[src/rtl/mem_bus_arbiter_pkg.sv]
// Shared types and constants for the two-port memory bus arbiter.
// Holds the FSM encoding, the port identifiers and the default bus geometry.
package mem_bus_arbiter_pkg;

   localparam int ARB_ADDR_WIDTH      = 32;
   localparam int ARB_DATA_WIDTH      = 32;
   localparam int ARB_SEL_WIDTH       = ARB_DATA_WIDTH / 8;
   localparam int ARB_TIMEOUT_DEFAULT = 255;

   typedef enum logic [1:0] {
      ARB_IDLE = 2'd0,
      ARB_BUSY = 2'd1,
      ARB_DONE = 2'd2
   } arb_state_t;

   typedef enum logic {
      PORT_INST = 1'b0,
      PORT_DATA = 1'b1
   } arb_port_t;

   // Counter width able to hold the value 'limit' itself (at least one bit).
   function automatic int timeout_counter_width(input int limit);
      return (limit < 2) ? 1 : $clog2(limit + 1);
   endfunction

endpackage

[src/rtl/mem_bus_arbiter_timeout_counter.sv]
// Saturating wait-cycle counter used to detect a hung bus transfer.
// 'expired' compares the current count, so a limit of N allows N+1 waiting cycles.
module bus_timeout_counter #(
   parameter int WIDTH = 8
) (
   input  logic             clock,
   input  logic             reset,
   input  logic             clear,
   input  logic             enable,
   input  logic [WIDTH-1:0] limit,
   output logic             expired
);

   logic [WIDTH-1:0] count;

   always_ff @(posedge clock) begin
      if (!reset) begin
         count <= '0;
      end else if (clear) begin
         count <= '0;
      end else if (enable && (count != {WIDTH{1'b1}})) begin
         count <= count + 1'b1;
      end
   end

   // A zero limit disables expiry entirely.
   assign expired = (limit != '0) && (count >= limit);

endmodule

[src/rtl/mem_bus_arbiter.sv]
// Serialises instruction-fetch and data accesses onto one external memory bus,
// pulses per-port acknowledges, stalls the pipeline and aborts hung transfers.
module mem_bus_arbiter
   import mem_bus_arbiter_pkg::*;
#(
   parameter int ADDR_WIDTH = ARB_ADDR_WIDTH,
   parameter int DATA_WIDTH = ARB_DATA_WIDTH,
   parameter int SEL_WIDTH  = ARB_SEL_WIDTH,
   parameter int TIMEOUT    = ARB_TIMEOUT_DEFAULT
) (
   input  logic                  clock,
   input  logic                  reset,

   input  logic                  inst_req,
   input  logic [ADDR_WIDTH-1:0] inst_addr,
   output logic                  inst_ack,
   output logic [DATA_WIDTH-1:0] inst_data,

   input  logic                  data_req,
   input  logic                  data_we,
   input  logic [SEL_WIDTH-1:0]  data_sel,
   input  logic [ADDR_WIDTH-1:0] data_addr,
   input  logic [DATA_WIDTH-1:0] data_wdata,
   output logic                  data_ack,
   output logic [DATA_WIDTH-1:0] data_rdata,

   output logic                  bus_req,
   output logic                  bus_we,
   output logic [SEL_WIDTH-1:0]  bus_sel,
   output logic [ADDR_WIDTH-1:0] bus_addr,
   output logic [DATA_WIDTH-1:0] bus_wdata,
   input  logic                  bus_ack,
   input  logic [DATA_WIDTH-1:0] bus_rdata,

   output logic                  stall_request,
   output logic                  bus_error,
   output logic [ADDR_WIDTH-1:0] error_addr
);

   localparam int CNT_WIDTH = timeout_counter_width(TIMEOUT);
   localparam logic [CNT_WIDTH-1:0] CNT_LIMIT = CNT_WIDTH'(TIMEOUT);

   arb_state_t state;
   arb_state_t state_next;
   arb_port_t  grant_port;
   arb_port_t  pick_port;
   logic       inst_owed;
   logic       start_grant;
   logic       finish_ack;
   logic       finish_timeout;
   logic       timer_clear;
   logic       timer_enable;
   logic       timer_expired;

   bus_timeout_counter #(
      .WIDTH (CNT_WIDTH)
   ) u_timeout (
      .clock   (clock),
      .reset   (reset),
      .clear   (timer_clear),
      .enable  (timer_enable),
      .limit   (CNT_LIMIT),
      .expired (timer_expired)
   );

   always_ff @(posedge clock) begin
      if (!reset) begin
         state <= ARB_IDLE;
      end else begin
         state <= state_next;
      end
   end

   // Data wins a collision unless it already won the last one while fetch waited.
   always_comb begin
      state_next     = state;
      pick_port      = PORT_DATA;
      start_grant    = 1'b0;
      finish_ack     = 1'b0;
      finish_timeout = 1'b0;
      timer_clear    = 1'b0;
      timer_enable   = 1'b0;

      if (inst_req && data_req) begin
         pick_port = inst_owed ? PORT_INST : PORT_DATA;
      end else if (inst_req) begin
         pick_port = PORT_INST;
      end

      case (state)
         ARB_IDLE: begin
            if (inst_req || data_req) begin
               start_grant = 1'b1;
               timer_clear = 1'b1;
               state_next  = ARB_BUSY;
            end
         end
         ARB_BUSY: begin
            if (bus_ack) begin
               finish_ack = 1'b1;
               state_next = ARB_DONE;
            end else if (timer_expired) begin
               finish_timeout = 1'b1;
               state_next     = ARB_DONE;
            end else begin
               timer_enable = 1'b1;
            end
         end
         ARB_DONE: begin
            state_next = ARB_IDLE;
         end
         default: begin
            state_next = ARB_IDLE;
         end
      endcase
   end

   // Fetches are full-word reads, so they drive all byte lanes and no write data.
   always_ff @(posedge clock) begin
      if (!reset) begin
         grant_port <= PORT_INST;
         inst_owed  <= 1'b0;
         bus_req    <= 1'b0;
         bus_we     <= 1'b0;
         bus_sel    <= '0;
         bus_addr   <= '0;
         bus_wdata  <= '0;
         inst_ack   <= 1'b0;
         inst_data  <= '0;
         data_ack   <= 1'b0;
         data_rdata <= '0;
         bus_error  <= 1'b0;
         error_addr <= '0;
      end else begin
         inst_ack  <= 1'b0;
         data_ack  <= 1'b0;
         bus_error <= 1'b0;

         if (start_grant) begin
            grant_port <= pick_port;
            bus_req    <= 1'b1;
            if (pick_port == PORT_DATA) begin
               bus_we    <= data_we;
               bus_sel   <= data_sel;
               bus_addr  <= data_addr;
               bus_wdata <= data_wdata;
               inst_owed <= inst_req;
            end else begin
               bus_we    <= 1'b0;
               bus_sel   <= '1;
               bus_addr  <= inst_addr;
               bus_wdata <= '0;
               inst_owed <= 1'b0;
            end
         end

         if (finish_ack || finish_timeout) begin
            bus_req <= 1'b0;
            if (grant_port == PORT_DATA) begin
               data_ack   <= 1'b1;
               data_rdata <= (finish_ack && !bus_we) ? bus_rdata : '0;
            end else begin
               inst_ack  <= 1'b1;
               inst_data <= finish_ack ? bus_rdata : '0;
            end
            if (finish_timeout) begin
               bus_error  <= 1'b1;
               error_addr <= bus_addr;
            end
         end
      end
   end

   assign stall_request = (inst_req & ~inst_ack) | (data_req & ~data_ack);

endmodule
[config.mk]
export PLATFORM = sky130hd
export DESIGN_NAME = mem_bus_arbiter
export DESIGN_NICKNAME = d
export VERILOG_FILES = /design/src/rtl/mem_bus_arbiter_pkg.sv /design/src/rtl/mem_bus_arbiter_timeout_counter.sv /design/src/rtl/mem_bus_arbiter.sv
export SDC_FILE = /design/constraint.sdc
export NUM_CORES = 1
export LEC_CHECK = 0
export BUFFER_PORTS_ARGS = -buffer_cell sky130_fd_sc_hd__buf_2
export CORE_AREA = 2 2 148 136
export CTS_BUF_LIST = sky130_fd_sc_hd__clkbuf_2 sky130_fd_sc_hd__clkbuf_4 sky130_fd_sc_hd__clkbuf_8
export CTS_CLUSTER_DIAMETER = 40
export DETAILED_ROUTE_END_ITERATION = 10
export DIE_AREA = 0 0 150 138
export GPL_ROUTABILITY_DRIVEN = 0
export PLACE_DENSITY_LB_ADDON = 0.3
export SYNTH_ARGS = -nofsm -noshare
export SYNTH_HDL_FRONTEND = slang
export SYNTH_SLANG_ARGS = --single-unit
export TNS_END_PERCENT = 1
[constraint.sdc]
create_clock -name clock -period 2.3 [get_ports clock]
set_input_delay 0.115 -clock clock [delete_from_list [all_inputs] [get_ports clock]]
set_output_delay 0.115 -clock clock [all_outputs]
set_load 0.01 [all_outputs]
==> impl_metrics.toml, run 1 <==
[run_status]
status = "finished clean"

[worst_setup_path]
crit_buf_inv = 2
cp_max_fo = 36
r2r_slack_ns = 0.16
cp.arrival_ns = 2.54
reg2reg_depth = 5
slowest_stage = "dlygate4sd3_1"
worst_ep_required_time_ns = 2.70
path_cells = "or2_1 -> nor2_2 -> buf_12 -> a311oi_1 -> dlygate4sd3_1"
r2r-start = "state[1]"
endpoint_kind = "flop"
slowest_delay_ns = 0.60
path_class = "reg2reg"
crit_family = "buffers and inverters"
reg2reg_to = "bus_addr[20]"
start_kind = "flop"

[final_layout]
areaGrowthSynthToFinish_pct = 45.8
regArea_sq_um = 3620
multi_input_area_sq_um = 3480
nets = 1331
final_common_cell = "buf_2"
final_cell_mix = "307 x buf_2, 181 x dfxtp_1, 134 x dlygate4sd3_1"
drive_above_1_share_pct = 31.8
num_antenna_cells = 0
fillCellCount = 1710

[floorplan]
fp.dieW_um = 150
ios = 308
core_area_sq_um = 19400
start_util_pct = 38.9
die_h_um = 138
rows = 49
die-area_sq_um = 20700

[route]
vias = 8133
drtPass1Iterations = 5
routedWlPerCell_um = 17.1
drc = 0
routed_via_density = 5.57
ant_nets = 0
drt_iter0_drc = 540
drt-total-wl_mm = 24.9

[grt]
grt_max_degree = 65
gr-usage-all-layers_pct = 23.6
grt_pass1_vias = 7923
antenna_found_initial = 0
grt_pass1_wl_mm = 40.1
grt_overflow = 0

[timing]
setup_viol = 0
final_hold_viol_count = 0
finalCritPeriodShare_pct = 93.0
fmax_mhz = 468
setup_slack_ns = 0.161
worst_pin_slew_ns = 0.614
clock_skew_ns = 0.0129
fin_crit_ns = 2.14
setup_tns_ns = 0
rsz0062_at_grt = "no"
slew_violations = 0
slew_headroom_pct = 59.0

[cts]
cts_made_buffers = 17
clock-root-buffer = "clkbuf_8"
cts.sinks = 181
cts.clk_slew.worst_paths_ns = 0.10
clk_latency_ns = 0.46
htreeDepth = 4
cts_tree = "done"
max-clock-path-buffers = 2
post-cts-setup-buffer-count = 0

[worst_hold_path]
min_path_type = "in2reg"
holdPathEnd = "error_addr[1]"
hold_path_depth = 3
holdCritStartpoint = "reset"

[power_and_ir_drop]
ir_worst_vdd_mv = 0.441
power.density_nw_per_um2 = 638
leakagePower_nw = 4.59

[synthesis]
netlist_area_sq_um = 7540
synth_cell_types = 46
synth_cells = 802
yosysWarnings = 0
ys_seq_area_share_pct = 48.0
ys_ff_latch = 181
syn_nets = 941
syn_avg_cell_area_sq_um = 9.40

[placement]
dp_slack_ns = 0.374
place_hpwl_mm = 15.0
port_buffers = 307

[job]
maxCapViolations = 0
cells by family after synthesis:
group                    share of synthesized area [%]
adder cells (fa/ha/maj)                          0.166
AO/OA/AOI/OAI                                     33.2
buffers and inverters                             6.25
AND/OR/NAND/NOR                                   7.53
multiplexers                                      4.78
flip-flops                                        48.0
synthesized netlist by cell type (all sizes together):
cell,instances,area [sq um]
nand4,1,6.26
buf,39,243
and4bb,1,12.5
mux2i,36,360
a211oi,36,270
a22o,33,289
o21a,1,7.51
nand2,96,360
a2111oi,1,27.5
and2,2,12.5
nor4,1,6.26
a21o,2,15.0
or3,1,6.26
ha,1,12.5
nor2,5,21.3
nor3b,2,20.0
a21oi,68,348
a311oi,66,578
clkinv,1,3.75
and3,3,18.8
o211ai,38,285
a21boi,1,7.51
and4,2,17.5
inv,4,15.0
o221a,4,45.0
o21ai,34,170
or2,2,12.5
a31oi,66,413
and3b,1,8.76
o22ai,1,6.26
a211o,3,26.3
clkbuf,56,210
nand3,3,15.0
nor2b,3,18.8
a41oi,2,17.5
or3b,1,8.76
nand3b,1,7.51
dfxtp,181,3620
nor3,3,15.0
worst min-delay path: cells and delay by family:
kind / cells / cell delay (ns)
buffers and inverters: 1 / 0.21
muxes: 1 / 0.05
and+or+nand+nor: 1 / 0.10
stage by stage:
| step | hold slack (ns) | cell area [sq um] | cells | utilization [%] | total power, mW |
|---|---|---|---|---|---|
| finish | 0.0758 | 11000 | 1459 | 56.7 | 7.01 |
| global route | 0.0626 | 11000 | 1459 | 56.7 | 7.35 |
| CTS | 0.0387 | 11000 | 1459 | 56.7 | 7.05 |
| detailed placement | 0.331 | 9260 | 1294 | 47.8 | 4.65 |
| global placement | 0.324 | 9260 | 1294 | 47.8 | 4.64 |
| floorplan | 0.241 | 7540 | 802 | - | 4.15 |
state kept, by name (all words and copies together) (netlist names), 2 cells and up:
name and cells:
data_rdata 32, bus_sel 4, inst_data 32, u_timeout.count 8, bus_wdata 32, error_addr 32
state 2, bus_addr 32
repair_timing:
| item | 4_1_cts | 5_1_grt |
|---|---|---|
| resized for setup | 0 | 3 |
| endpoints found under the hold margin | 134 | 0 |
| endpoints found under the setup margin | 0 | 5 |
| hold buffers | 134 | 0 |
metal layers:
metal,wire [um],track usage (%)
met5,0,0
met3,1760,5.58
met2,11500,37.1
met4,926,10.5
met1,10700,30.7
worst max path at each step:
stage | from | to | slack, ns | depth (start not counted)
2_1_floorplan | u_timeout.count[0] | inst_data[22] | 0.66 | 7
3_3_place_gp | u_timeout.count[0] | error_addr[15] | 0.47 | 5
3_5_place_dp | u_timeout.count[0] | error_addr[8] | 0.37 | 5
4_1_cts | inst_req | bus_addr[13] | 0.17 | 7
5_1_grt | state[1] | bus_addr[13] | 0.05 | 5
6_report | state[1] | bus_addr[20] | 0.16 | 5
where the power goes:
group	internal (mW)	switching, mW
logic	0.656	0.771
registers	3.30	0.120
clock network	0.919	1.25
total	4.88	2.14
cell type report:
cell class,instances,area share (%)
multi-input combinational,521,31.6
clock inverter,13,1.26
tap,255,2.90
inverter,5,0.182
sequential,181,33.0
timing repair buffer,466,28.8
clock buffer,18,2.25
(Power assumes the default switching activity.)
==> run 2: changes to the inputs <==
--- a/config.mk
+++ b/config.mk
@@ -13,6 +13,7 @@
 export DIE_AREA = 0 0 150 138
 export GPL_ROUTABILITY_DRIVEN = 0
 export PLACE_DENSITY_LB_ADDON = 0.3
+export SETUP_SLACK_MARGIN = 0.3
 export SYNTH_ARGS = -nofsm -noshare
 export SYNTH_HDL_FRONTEND = slang
 export SYNTH_SLANG_ARGS = --single-unit
==> run 2 against run 1 <==
  * Combinational power shrank 4%
  * Sequential power is essentially flat
  * Design area is essentially flat
  * Global-route usage grew 0.25 points
  * Critical path type unchanged
==> impl_metrics.toml, run 2 (synthesized netlist as in run 1, its figures left out) <==
[cts]
htreeDepth = 4
cts.clk_slew.worst_paths_ns = 0.10
clock-root-buffer = "clkbuf_8"
max-clock-path-buffers = 2
cts.sinks = 181
clk_latency_ns = 0.46
cts_made_buffers = 17
post-cts-setup-buffer-count = 0
cts_tree = "done"

[timing]
rsz0062_at_grt = "no"
setup_tns_ns = 0
setup_slack_ns = 0.428
fin_crit_ns = 1.87
final_hold_viol_count = 0
fmax_mhz = 534
slew_headroom_pct = 59.8
slew_violations = 0
finalCritPeriodShare_pct = 81.4
worst_pin_slew_ns = 0.603
clock_skew_ns = 0.0119
setup_viol = 0

[final_layout]
final_cell_mix = "307 x buf_2, 181 x dfxtp_1, 134 x dlygate4sd3_1"
drive_above_1_share_pct = 31.8
nets = 1331
final_cells = 1459
areaGrowthSynthToFinish_pct = 45.7
num_antenna_cells = 0
fillCellCount = 1693
stdcell_area_sq_um = 11000
final_common_cell = "buf_2"

[worst_setup_path]
path_cells = "ha_1 -> and4_1 -> and3_4 -> buf_12 -> mux2i_1"
crit_buf_inv = 1
slowest_stage = "dfxtp_1"
endpoint_kind = "flop"
crit_family = "simple AND/OR/NAND/NOR gates"
cp_max_fo = 13
cp.arrival_ns = 2.25
start_kind = "flop"
r2r_slack_ns = 0.43
path_class = "reg2reg"
worst_ep_required_time_ns = 2.68
slowest_delay_ns = 0.40

[grt]
grt_max_degree = 65
antenna_found_initial = 0
gr-usage-all-layers_pct = 23.8
grt_pass1_vias = 7885
grt_pass1_wl_mm = 40.4
grt_overflow = 0

[power_and_ir_drop]
leakagePower_nw = 4.53
power.density_nw_per_um2 = 633
ir_worst_vdd_mv = 0.443

[route]
vias = 8146
ant_nets = 0
drt-total-wl_mm = 25.3
routed_via_density = 5.58
drtPass1Iterations = 5
drc = 0
routedWlPerCell_um = 17.3
drt_iter0_drc = 613

[floorplan]
rows = 49
ios = 308
fp.dieW_um = 150
start_util_pct = 38.9
core_area_sq_um = 19400
die_h_um = 138
die-area_sq_um = 20700

[placement]
numPlacedInstances = 1294
place_hpwl_mm = 15.0
port_buffers = 307
dp_slack_ns = 0.374
placedInstanceArea_sq_um = 9260

[job]
maxCapViolations = 0

[run_status]
status = "finished clean"

[worst_hold_path]
min_path_type = "in2reg"
-- run 2: cell counts in the layout (fill, tap and decap cells not counted) --
No cell type changed its count.
-- run 2: report_power, final --
part / internal, mW / switching (mW)
registers: 3.30 / 0.119
clock network: 0.919 / 1.25
logic: 0.605 / 0.761
total: 4.83 / 2.13
-- run 2: layer usage --
metal | up-vias | routed length, um | GRT usage [%]
met4 | 0 | 969 | 10.6
met3 | 84 | 1800 | 5.48
met2 | 427 | 11800 | 37.4
met5 | - | 0 | 0
met1 | 3767 | 10700 | 31.2
li1 | 3868 | - | -
-- run 2: timing repair --
item,CTS,global route
hold buffers,134,0
hold endpoints to repair,134,0
resized for setup,0,1
setup endpoints to repair,0,15
-- run 2: worst paths after layout --
kind / cells past startpoint / to / start
worst max register to register: 5 / error_addr[8] / u_timeout.count[0]
worst min register to register: 2 / error_addr[13] / error_addr[13]
worst min-delay path: 3 / error_addr[1] / reset
worst max-delay path: 5 / error_addr[8] / u_timeout.count[0]
-- run 2: cell type report --
class                           instances  area, sq um  area share [%]
Inverter                                5         20.0           0.182
Multi-Input combinational cell        521         3470            31.6
Clock buffer                           18          248            2.25
Timing Repair Buffer                  466         3170            28.8
Clock inverter                         13          139            1.26
Tap cell                              255          319            2.90
Sequential cell                       181         3620            33.0
-- run 2: tightest hold or removal path: stages --
cell     delay, ns
buf_2         0.22
nand2_1       0.10
mux2i_1       0.05
-- run 2: through the flow --
step	hold slack [ns]	power [mW]	utilization, %
floorplan	0.241	4.15	-
global placement	0.324	4.64	47.8
detailed placement	0.331	4.65	47.8
CTS	0.0387	7.00	56.7
global route	0.0576	7.29	56.7
finish	0.0741	6.95	56.7
